===== config.mk =====
export PLATFORM = sky130hd
export DESIGN_NAME = button_event_sched
export DESIGN_NICKNAME = d
export VERILOG_FILES = /design/src/rtl/button_event_pkg.sv /design/src/rtl/btn_repeat_fsm.sv /design/src/rtl/button_event_sched.sv
export SDC_FILE = /design/constraint.sdc
export NUM_CORES = 1
export LEC_CHECK = 0
export CAP_MARGIN = 40
export CORE_ASPECT_RATIO = 0.9
export CORE_MARGIN = 4
export CORE_UTILIZATION = 38
export CTS_CLUSTER_DIAMETER = 150
export DETAILED_ROUTE_END_ITERATION = 6
export MAX_ROUTING_LAYER = met4
export PLACE_DENSITY = 0.58
export SYNTH_ARGS = -nofsm -noshare
export SYNTH_HDL_FRONTEND = slang
export SYNTH_HIERARCHICAL = 1
export SYNTH_SLANG_ARGS = --single-unit
export TNS_END_PERCENT = 50

===== constraint.sdc =====
create_clock -name clk -period 6.6 [get_ports clk]
set_input_delay 0.66 -clock clk [delete_from_list [all_inputs] [get_ports clk]]
set_output_delay 0.66 -clock clk [all_outputs]
set_load 0.02 [all_outputs]

===== src/rtl/button_event_pkg.sv =====
// button_event_pkg: event type codes and per-button FSM encoding shared by the
// button event scheduler.
package button_event_pkg;
  localparam logic [1:0] EVT_NONE    = 2'd0;
  localparam logic [1:0] EVT_PRESS   = 2'd1;
  localparam logic [1:0] EVT_RELEASE = 2'd2;
  localparam logic [1:0] EVT_REPEAT  = 2'd3;
  typedef enum logic [1:0] {ST_IDLE, ST_HELD, ST_REPEAT} btn_state_e;
endpackage


===== src/rtl/btn_repeat_fsm.sv =====
// btn_repeat_fsm: per-button press/release/auto-repeat detector; evt_raise is a
// one-cycle Mealy pulse so the pending slot captures it on the sampling edge.
module btn_repeat_fsm
  import button_event_pkg::*;
#(
  parameter int               CNT_W        = 24,
  parameter logic [CNT_W-1:0] HOLD_TICKS   = CNT_W'(12_500_000),
  parameter logic [CNT_W-1:0] REPEAT_TICKS = CNT_W'(2_500_000)
) (
  input  logic       clk,
  input  logic       rst_n,
  input  logic       level,
  input  logic       repeat_en,
  output logic       evt_raise,
  output logic [1:0] evt_kind
);
  btn_state_e       state_q, state_d;
  logic [CNT_W-1:0] cnt_q, cnt_d;
  logic             hold_hit, rep_hit;
  assign hold_hit = cnt_q == HOLD_TICKS - CNT_W'(1);
  assign rep_hit  = cnt_q == REPEAT_TICKS - CNT_W'(1);
  // Release is tested first so it wins over a same-cycle timer expiry.
  always_comb begin
    state_d   = state_q;
    cnt_d     = cnt_q;
    evt_raise = 1'b0;
    evt_kind  = EVT_NONE;
    case (state_q)
      ST_IDLE: if (level) begin
        state_d   = ST_HELD;
        cnt_d     = '0;
        evt_raise = 1'b1;
        evt_kind  = EVT_PRESS;
      end
      ST_HELD: if (!level) begin
        state_d   = ST_IDLE;
        evt_raise = 1'b1;
        evt_kind  = EVT_RELEASE;
      end else if (repeat_en && hold_hit) begin
        state_d   = ST_REPEAT;
        cnt_d     = '0;
        evt_raise = 1'b1;
        evt_kind  = EVT_REPEAT;
      end else begin
        cnt_d = hold_hit ? cnt_q : cnt_q + CNT_W'(1);
      end
      ST_REPEAT: if (!level) begin
        state_d   = ST_IDLE;
        evt_raise = 1'b1;
        evt_kind  = EVT_RELEASE;
      end else if (!repeat_en) begin
        state_d = ST_HELD;
        cnt_d   = '0;
      end else if (rep_hit) begin
        cnt_d     = '0;
        evt_raise = 1'b1;
        evt_kind  = EVT_REPEAT;
      end else begin
        cnt_d = cnt_q + CNT_W'(1);
      end
      default: state_d = ST_IDLE;
    endcase
  end
  always_ff @(posedge clk or negedge rst_n) begin
    if (!rst_n) begin
      state_q <= ST_IDLE;
      cnt_q   <= '0;
    end else begin
      state_q <= state_d;
      cnt_q   <= cnt_d;
    end
  end
endmodule


===== src/rtl/button_event_sched.sv =====
// button_event_sched: per-button event detectors feeding one-deep pending slots
// that share a single valid/ready event channel through a round-robin arbiter.
module button_event_sched
  import button_event_pkg::*;
#(
  parameter int               NUM_BTN      = 4,
  parameter int               CNT_W        = 24,
  parameter logic [CNT_W-1:0] HOLD_TICKS   = CNT_W'(12_500_000),
  parameter logic [CNT_W-1:0] REPEAT_TICKS = CNT_W'(2_500_000),
  localparam int              ID_W         = (NUM_BTN > 1) ? $clog2(NUM_BTN) : 1
) (
  input  logic               clk,
  input  logic               rst_n,
  input  logic [NUM_BTN-1:0] btn_level,
  input  logic               repeat_en,
  output logic               evt_valid,
  input  logic               evt_ready,
  output logic [ID_W-1:0]    evt_id,
  output logic [1:0]         evt_type,
  output logic [NUM_BTN-1:0] overrun,
  input  logic               clr_overrun
);
  logic [NUM_BTN-1:0]      raise, gnt_oh;
  logic [NUM_BTN-1:0][1:0] kind, pend_type_q, pend_type_d;
  logic [NUM_BTN-1:0]      pend_valid_q, pend_valid_d, overrun_q, overrun_d;
  logic [ID_W-1:0]         rr_q, rr_d, gnt_idx, id_q, id_d;
  logic [ID_W:0]           cand;
  logic [1:0]              type_q, type_d;
  logic                    valid_q, valid_d, gnt_found, load, take;
  genvar b;
  for (b = 0; b < NUM_BTN; b++) begin : g_btn
    btn_repeat_fsm #(
      .CNT_W       (CNT_W),
      .HOLD_TICKS  (HOLD_TICKS),
      .REPEAT_TICKS(REPEAT_TICKS)
    ) u_fsm (
      .clk      (clk),
      .rst_n    (rst_n),
      .level    (btn_level[b]),
      .repeat_en(repeat_en),
      .evt_raise(raise[b]),
      .evt_kind (kind[b])
    );
  end
  // First pending slot at or after rr_q, wrapping modulo NUM_BTN.
  always_comb begin
    gnt_found = 1'b0;
    gnt_idx   = '0;
    cand      = '0;
    for (int k = 0; k < NUM_BTN; k++) begin
      cand = {1'b0, rr_q} + (ID_W+1)'(k);
      cand = (cand >= (ID_W+1)'(NUM_BTN)) ? cand - (ID_W+1)'(NUM_BTN) : cand;
      if (!gnt_found && pend_valid_q[cand[ID_W-1:0]]) begin
        gnt_found = 1'b1;
        gnt_idx   = cand[ID_W-1:0];
      end
    end
  end
  assign load   = !valid_q || evt_ready;
  assign take   = load && gnt_found;
  assign gnt_oh = take ? NUM_BTN'(1) << gnt_idx : '0;
  always_comb begin
    pend_valid_d = pend_valid_q;
    pend_type_d  = pend_type_q;
    overrun_d    = clr_overrun ? '0 : overrun_q;
    for (int i = 0; i < NUM_BTN; i++) begin
      if (raise[i]) begin
        overrun_d[i]    = overrun_d[i] | (pend_valid_q[i] & ~gnt_oh[i]);
        pend_valid_d[i] = 1'b1;
        pend_type_d[i]  = kind[i];
      end else if (gnt_oh[i]) begin
        pend_valid_d[i] = 1'b0;
      end
    end
    valid_d = load ? gnt_found : valid_q;
    id_d    = take ? gnt_idx : id_q;
    type_d  = take ? pend_type_q[gnt_idx] : type_q;
    rr_d    = !take ? rr_q : (gnt_idx == ID_W'(NUM_BTN - 1)) ? '0 : gnt_idx + ID_W'(1);
  end
  always_ff @(posedge clk or negedge rst_n) begin
    if (!rst_n) begin
      pend_valid_q <= '0;
      pend_type_q  <= '0;
      overrun_q    <= '0;
      valid_q      <= 1'b0;
      id_q         <= '0;
      type_q       <= EVT_NONE;
      rr_q         <= '0;
    end else begin
      pend_valid_q <= pend_valid_d;
      pend_type_q  <= pend_type_d;
      overrun_q    <= overrun_d;
      valid_q      <= valid_d;
      id_q         <= id_d;
      type_q       <= type_d;
      rr_q         <= rr_d;
    end
  end
  assign evt_valid = valid_q;
  assign evt_id    = id_q;
  assign evt_type  = type_q;
  assign overrun   = overrun_q;
endmodule


==> flow_metrics.py, run 1 <==
metrics = {
    "setup_path": {
        "worstSetupStartpoint": "repeat_en",
        "rrSetupSlack_ns": 3.68,
        "cp_slowest_stage_delay_ns": 0.91,
        "crit_path_start_kind": "input pin",
        "reg2reg_to": "g_btn[3].u_fsm/cnt_q[19]",
        "cp.required_ns": 6.89,
        "path_buf_inv": 2,
        "worstPathArrival_ns": 3.39,
        "cp-end-kind": "flop",
        "cp_top_family": "buffers and inverters",
        "r2r_start": "g_btn[3].u_fsm/cnt_q[0]",
        "criticalPathCategory": "input pin to flop",
        "cp_cell_sequence": "clkdlybuf4s50_1 -> nand3_1 -> o22ai_1 -> buf_4 -> nand2b_2 -> o41ai_1",
        "cp_max_fo": 20,
        "crit_path_top_delay_cell": "clkdlybuf4s50_1",
        "r2r_cells": 8,
    },
    "synthesis": {
        "synth-xor-area-share": 0.001117,
        "synth_top_family_by_area": "simple AND/OR/NAND/NOR gates",
        "synthAdderAreaFrac": 0.03192,
        "ys_warn_count": 6,
        "synth.distinct_cells": 68,
        "synth-compound-area-share": 0.2383,
        "synthFlopType": "dfrtp_1",
        "synth_seq_cells": 127,
        "async_flop_share": 1.000,
        "synth_edf_count": 0,
        "syn_avg_cell_area_sq_um": 9.191,
        "synth-simple-area-share": 0.2613,
        "synth.net_count": 882,
        "synthCells": 853,
        "synthMuxAreaShare": 0.02043,
        "seq_area_frac_synth": 0.4054,
        "syn_area_sq_mm": 0.007840,
    },
    "cts": {
        "cts_root_buffer": "clkbuf_16",
        "clock-sinks": 127,
        "clk_pin_slew_worst_paths_ns": 0.06,
        "clock_path_buffers": 2,
        "cts_tree": "done",
        "cts_resized": 0,
        "insertion_delay_ns": 0.42,
        "cts_hold_buf": 0,
        "h-tree-depth": 4,
        "numCtsBuffers": 17,
        "post_cts.repair.setup_buffers": 0,
    },
    "detailed_routing": {
        "drc": 0,
        "ant_nets": 0,
        "vias": 6552,
        "via_per_inst": 5.793,
        "wl_um": 17890,
        "drt_iter0_markers": 461,
        "dr.pass1.iters": 5,
        "wire_per_inst_um": 15.82,
    },
    "power": {
        "vdd_drop_max_mv": 0.1469,
        "cellPowerDensity_mw_per_mm2": 353.5,
        "power.static_leakage_nw": 3.474,
    },
    "grt": {
        "grt_pass1_vias": 6076,
        "grt_start_max_net_pins": 58,
        "grt_use_total": 0.1649,
        "grt-ovfl-total": 0,
        "grt_pass1_wl_um": 30650,
        "antenna_found_initial": 0,
    },
    "sta": {
        "fin_crit_sh": 0.4690,
        "rsz0062_at_grt": "no",
        "min_period_ns": 3.095,
        "hold_violations": 0,
        "fin_worst_skew_ns": 0.007622,
        "setup_viol": 0,
        "max_freq_ghz": 0.3231,
        "worst_pin_slew_ns": 0.8788,
        "slew_headroom": 0.4141,
        "fin_setup_tns_ns": 0,
        "maxSlewViolCount": 0,
    },
    "finish": {
        "n_fill_cell": 1935,
        "multi_input_comb_area_sq_mm": 0.004354,
        "insertedDiodeCount": 0,
        "final-seq-area_sq_mm": 0.003178,
        "drive_gt1_frac": 0.09475,
        "areaGrowthSynthToFinish_pct": 12.96,
        "stdcell_count": 1131,
        "final_nets": 893,
        "final_common_cell": "dfrtp_1",
        "fin_area_sq_mm": 0.008856,
        "final_cell_mix": "dfrtp_1 (127), nor2_1 (69), nand2_1 (65)",
    },
    "floorplan": {
        "ios": 18,
        "start_util": 0.3899,
        "fp.dieW_um": 159.4,
        "die_area_sq_mm": 0.02300,
        "rows": 49,
        "die_h_um": 144.3,
        "coreArea_sq_mm": 0.02011,
    },
    "placement": {
        "hpwl_um": 11820,
        "globalplace.congestion": 0.7930,
        "post_dp_cell_area_sq_mm": 0.008230,
        "dp.cells": 1100,
        "port_buffers": 17,
    },
    "flow_run": {
        "drv_cap": 0,
    },
    "min_path": {
        "hold_class": "input pin to async pin",
    },
    "status": {
        "status": "finished, final reports clean",
    },
}
-- final cells by class --
cell class	instances	area share
flip-flops and latches	127	0.3589
repair buffers	24	0.02755
clock buffers	22	0.05581
multi-input cells	658	0.4917
clock inverters	9	0.01483
inverters	36	0.01526
well taps	255	0.03603
-- through the flow --
step	utilization	setup WS (ns)	power [mW]	hold slack (ns)
after detailed placement	0.4093	3.074	2.150	0.4705
final	0.4404	3.505	3.131	0.2021
after global placement	0.4079	3.205	2.137	0.4612
after CTS	0.4404	3.506	3.165	0.2208
after floorplan	-	4.395	1.855	0.3644
after global routing	0.4404	3.195	3.347	0.2351
-- sequential cells by signal, indices dropped and copies added, names as in the netlist, 2 cells and up --
| register | flops |
|---|---|
| pend_valid_q | 4 |
| evt_id | 2 |
| g_btn.u_fsm/state_q | 8 |
| g_btn.u_fsm/cnt_q | 96 |
| overrun | 4 |
| rr_q | 2 |
| evt_type | 2 |
| pend_type_q | 8 |
-- cell families (layout without fill, tap and decap cells) --
logic type      count (synthesis)  after routing
compound gates                249            249
xor+xnor                        1              1
fa+ha+maj                      20             20
buf+inv                        68             91
flops                         127            127
mux                            15             15
simple gates                  373            373
-- where the power goes --
| group | switching, mW | total, mW | internal, mW |
|---|---|---|---|
| registers | 0.0876 | 0.964 | 0.876 |
| logic | 0.732 | 1.17 | 0.436 |
| clock network | 0.357 | 0.999 | 0.642 |
-- how the worst max path moves through the flow --
stage / cells past startpoint / slack, ns / end
final: 6 / 3.50 / g_btn[3].u_fsm/cnt_q[19]
after global routing: 6 / 3.19 / g_btn[3].u_fsm/cnt_q[6]
after CTS: 6 / 3.51 / g_btn[3].u_fsm/cnt_q[19]
after detailed placement: 6 / 3.07 / g_btn[3].u_fsm/cnt_q[19]
after global placement: 6 / 3.20 / g_btn[3].u_fsm/cnt_q[21]
after floorplan: 7 / 4.40 / pend_type_q[0]
-- routing by layer --
metal  share of wire  vias to the layer above  track usage
met5               0                        -            -
met4          0.0096                        0      0.04749
met3           0.027                       13      0.03249
met2            0.44                       75       0.2415
met1            0.52                     3189       0.2334
li1                -                     3275            -
-- cells in the mapped netlist (all sizes together), types with 13 or more instances --
cell type  number  area [sq um]
a22o           34         297.8
a31oi          45         281.5
and3           16         101.4
buf            14         103.9
clkbuf         18         87.59
dfrtp         127          3178
ha             20         250.2
inv            36         135.1
nand2          69         269.0
nand2b         15         96.34
nand3          45         225.2
nand4          20         125.1
nor2           69         259.0
nor2b          41         256.5
nor3           32         160.2
o21ai          38         190.2
o2bb2ai        13         113.9
o31ai          46         360.4
-- worst register-to-register path: stages, from the launching register on --
cell and delay (ns):
dfrtp_1 0.42, ha_1 0.24, and3_1 0.24, nand3_1 0.20
nor3_1 0.11, o22ai_1 0.70, buf_4 0.30, nand2b_2 0.19
o41ai_1 0.42
Power figures use the tool's default switching activity.
==> inputs of run 2 (changes only) <==
PLACE_DENSITY = 0.6   (was 0.58)
clock period = 2.8 ns   (was 6.6 ns; I/O delays follow)
==> run 2 against run 1 <==
Register-to-register slack lost 3.4 ns. Combinational power increased by 140%. First-iteration DRC count down 8.9%. Critical path depth rose by 1. Global-route usage rose by 0.10 points.
==> flow_metrics.py, run 2 (same netlist as run 1, synthesis figures left out) <==
metrics = {
    "status": {
        "status": "finished, final reports clean",
    },
    "finish": {
        "final_nets": 903,
        "final_common_cell": "dfrtp_1",
        "final_cell_mix": "dfrtp_1 (127), nor2_1 (69), nand2_1 (65)",
        "areaGrowthSynthToFinish_pct": 13.98,
        "drive_gt1_frac": 0.1026,
        "regMostFlops": "g_btn.u_fsm/cnt_q",
        "largestRegisters": "g_btn.u_fsm/cnt_q (96), g_btn.u_fsm/state_q (8), pend_type_q (8)",
        "insertedDiodeCount": 0,
        "largest_reg_flops": 96,
    },
    "floorplan": {
        "die_area_sq_mm": 0.02300,
        "coreArea_sq_mm": 0.02011,
        "die_h_um": 144.3,
        "start_util": 0.3899,
        "rows": 49,
        "fp.dieW_um": 159.4,
        "ios": 18,
    },
    "sta": {
        "slew_headroom": 0.5868,
        "worst_pin_slew_ns": 0.6198,
        "max_freq_ghz": 0.3908,
        "setup_viol": 0,
        "hold_violations": 0,
        "maxSlewViolCount": 0,
        "fin_crit_sh": 0.9139,
        "hold_ws_ns": 0.4264,
        "min_period_ns": 2.559,
        "fin_setup_tns_ns": 0,
        "fin_worst_skew_ns": 0.01078,
        "rsz0062_at_grt": "no",
    },
    "power": {
        "power.static_leakage_nw": 3.520,
        "power_mw": 7.470,
        "cellPowerDensity_mw_per_mm2": 836.0,
        "vdd_drop_max_mv": 0.4684,
    },
    "detailed_routing": {
        "vias": 6614,
        "ant_nets": 0,
        "wire_per_inst_um": 15.89,
        "wl_um": 18150,
        "drc": 0,
        "via_per_inst": 5.792,
        "dr.pass1.iters": 5,
        "drt_iter0_markers": 420,
    },
    "cts": {
        "cts_root_buffer": "clkbuf_16",
        "cts_resized": 0,
        "cts_tree": "done",
        "post_cts.repair.setup_buffers": 0,
        "clock-sinks": 127,
        "numCtsBuffers": 17,
        "clock_path_buffers": 2,
        "clk_pin_slew_worst_paths_ns": 0.06,
        "insertion_delay_ns": 0.42,
        "h-tree-depth": 4,
    },
    "setup_path": {
        "cp.required_ns": 3.12,
        "cp_cell_sequence": "ha_1 -> and4_1 -> and3_1 -> nand4_1 -> a32o_2 -> nand2_2 -> o31ai_1",
        "crit_path_top_delay_cell": "a32o_2",
        "cp-end-kind": "flop",
        "criticalPathCategory": "flop to flop",
        "crit_path_start_kind": "flop",
        "r2r_start": "g_btn[0].u_fsm/cnt_q[0]",
        "worstPathArrival_ns": 2.87,
        "cp_slowest_stage_delay_ns": 0.46,
        "worstSetupStartpoint": "g_btn[0].u_fsm/cnt_q[0]",
        "cp_max_fo": 16,
    },
    "grt": {
        "grt_start_max_net_pins": 64,
        "grt-ovfl-total": 0,
        "antenna_found_initial": 0,
        "grt_use_total": 0.1660,
        "grt_pass1_wl_um": 31020,
        "grt_pass1_vias": 6149,
    },
    "placement": {
        "port_buffers": 17,
        "globalplace.congestion": 0.8116,
        "hpwl_um": 12160,
    },
    "min_path": {
        "hold_class": "input pin to async pin",
    },
    "flow_run": {
        "drv_cap": 0,
    },
}
## run 2: through the flow
| stage | area (sq um) | setup slack [ns] | std cells | utilization |
|---|---|---|---|---|
| after CTS | 8936 | 0.2719 | 1142 | 0.4444 |
| after global routing | 8936 | 0.06432 | 1142 | 0.4444 |
| after floorplan | 7840 | 0.5954 | 853 | - |
| after global placement | 8295 | 0.3269 | 1108 | 0.4125 |
| after detailed placement | 8303 | 0.3053 | 1109 | 0.4129 |
| final | 8936 | 0.2411 | 1142 | 0.4444 |
## run 2: per-layer routing
| layer | track usage | up-vias | part of all wire |
|---|---|---|---|
| met5 | - | - | 0 |
| met4 | 0.05297 | 0 | 0.010 |
| met3 | 0.02878 | 14 | 0.038 |
| met2 | 0.2453 | 104 | 0.44 |
| met1 | 0.2334 | 3205 | 0.51 |
| li1 | - | 3291 | - |
## run 2: where the power goes
group	internal, mW	switching (mW)
combinational	1.10	1.74
clock	1.53	0.821
sequential	2.07	0.209
## run 2: worst max-delay path: cells and delay by family (launching register included)
family / cells / cell delay [ns]
AOI/OAI and AO/OA: 2 / 0.82
adders and majority gates: 1 / 0.24
DFF: 1 / 0.41
and+or+nand+nor: 4 / 0.98
## run 2: worst paths after layout
| check | cells after the start | endpoint | slack (ns) |
|---|---|---|---|
| hold reg to reg | 2 | evt_id[1] | 0.47 |
| setup reg to reg | 7 | g_btn[0].u_fsm/cnt_q[8] | 0.24 |
| max in group asynchronous | 3 | evt_id[1] | 1.68 |
| setup / recovery | 7 | g_btn[0].u_fsm/cnt_q[8] | 0.24 |
| min in group clk | 2 | evt_id[1] | 0.47 |
| hold / removal | 2 | g_btn[1].u_fsm/cnt_q[16] | 0.43 |
## run 2: layout make-up
class | instances | area, sq um
Clock buffer | 21 | 460.4
Clock inverter | 11 | 162.7
Fill cell | 1924 | 11170
Inverter | 36 | 135.1
Multi-Input combinational cell | 658 | 4354
Sequential cell | 127 | 3178
Tap cell | 255 | 319.1
Timing Repair Buffer | 34 | 326.6
## run 2: repair_timing
action	4_1_cts	5_1_grt
endpoints found under the setup margin	0	0
hold buffers	1	0
hold endpoints to repair	61	0
==> inputs of run 3 (changes only) <==
TNS_END_PERCENT = not set   (was 50)
==> results of run 3 <==
No change in the layout: final DEF, timing and power equal those of run 2.
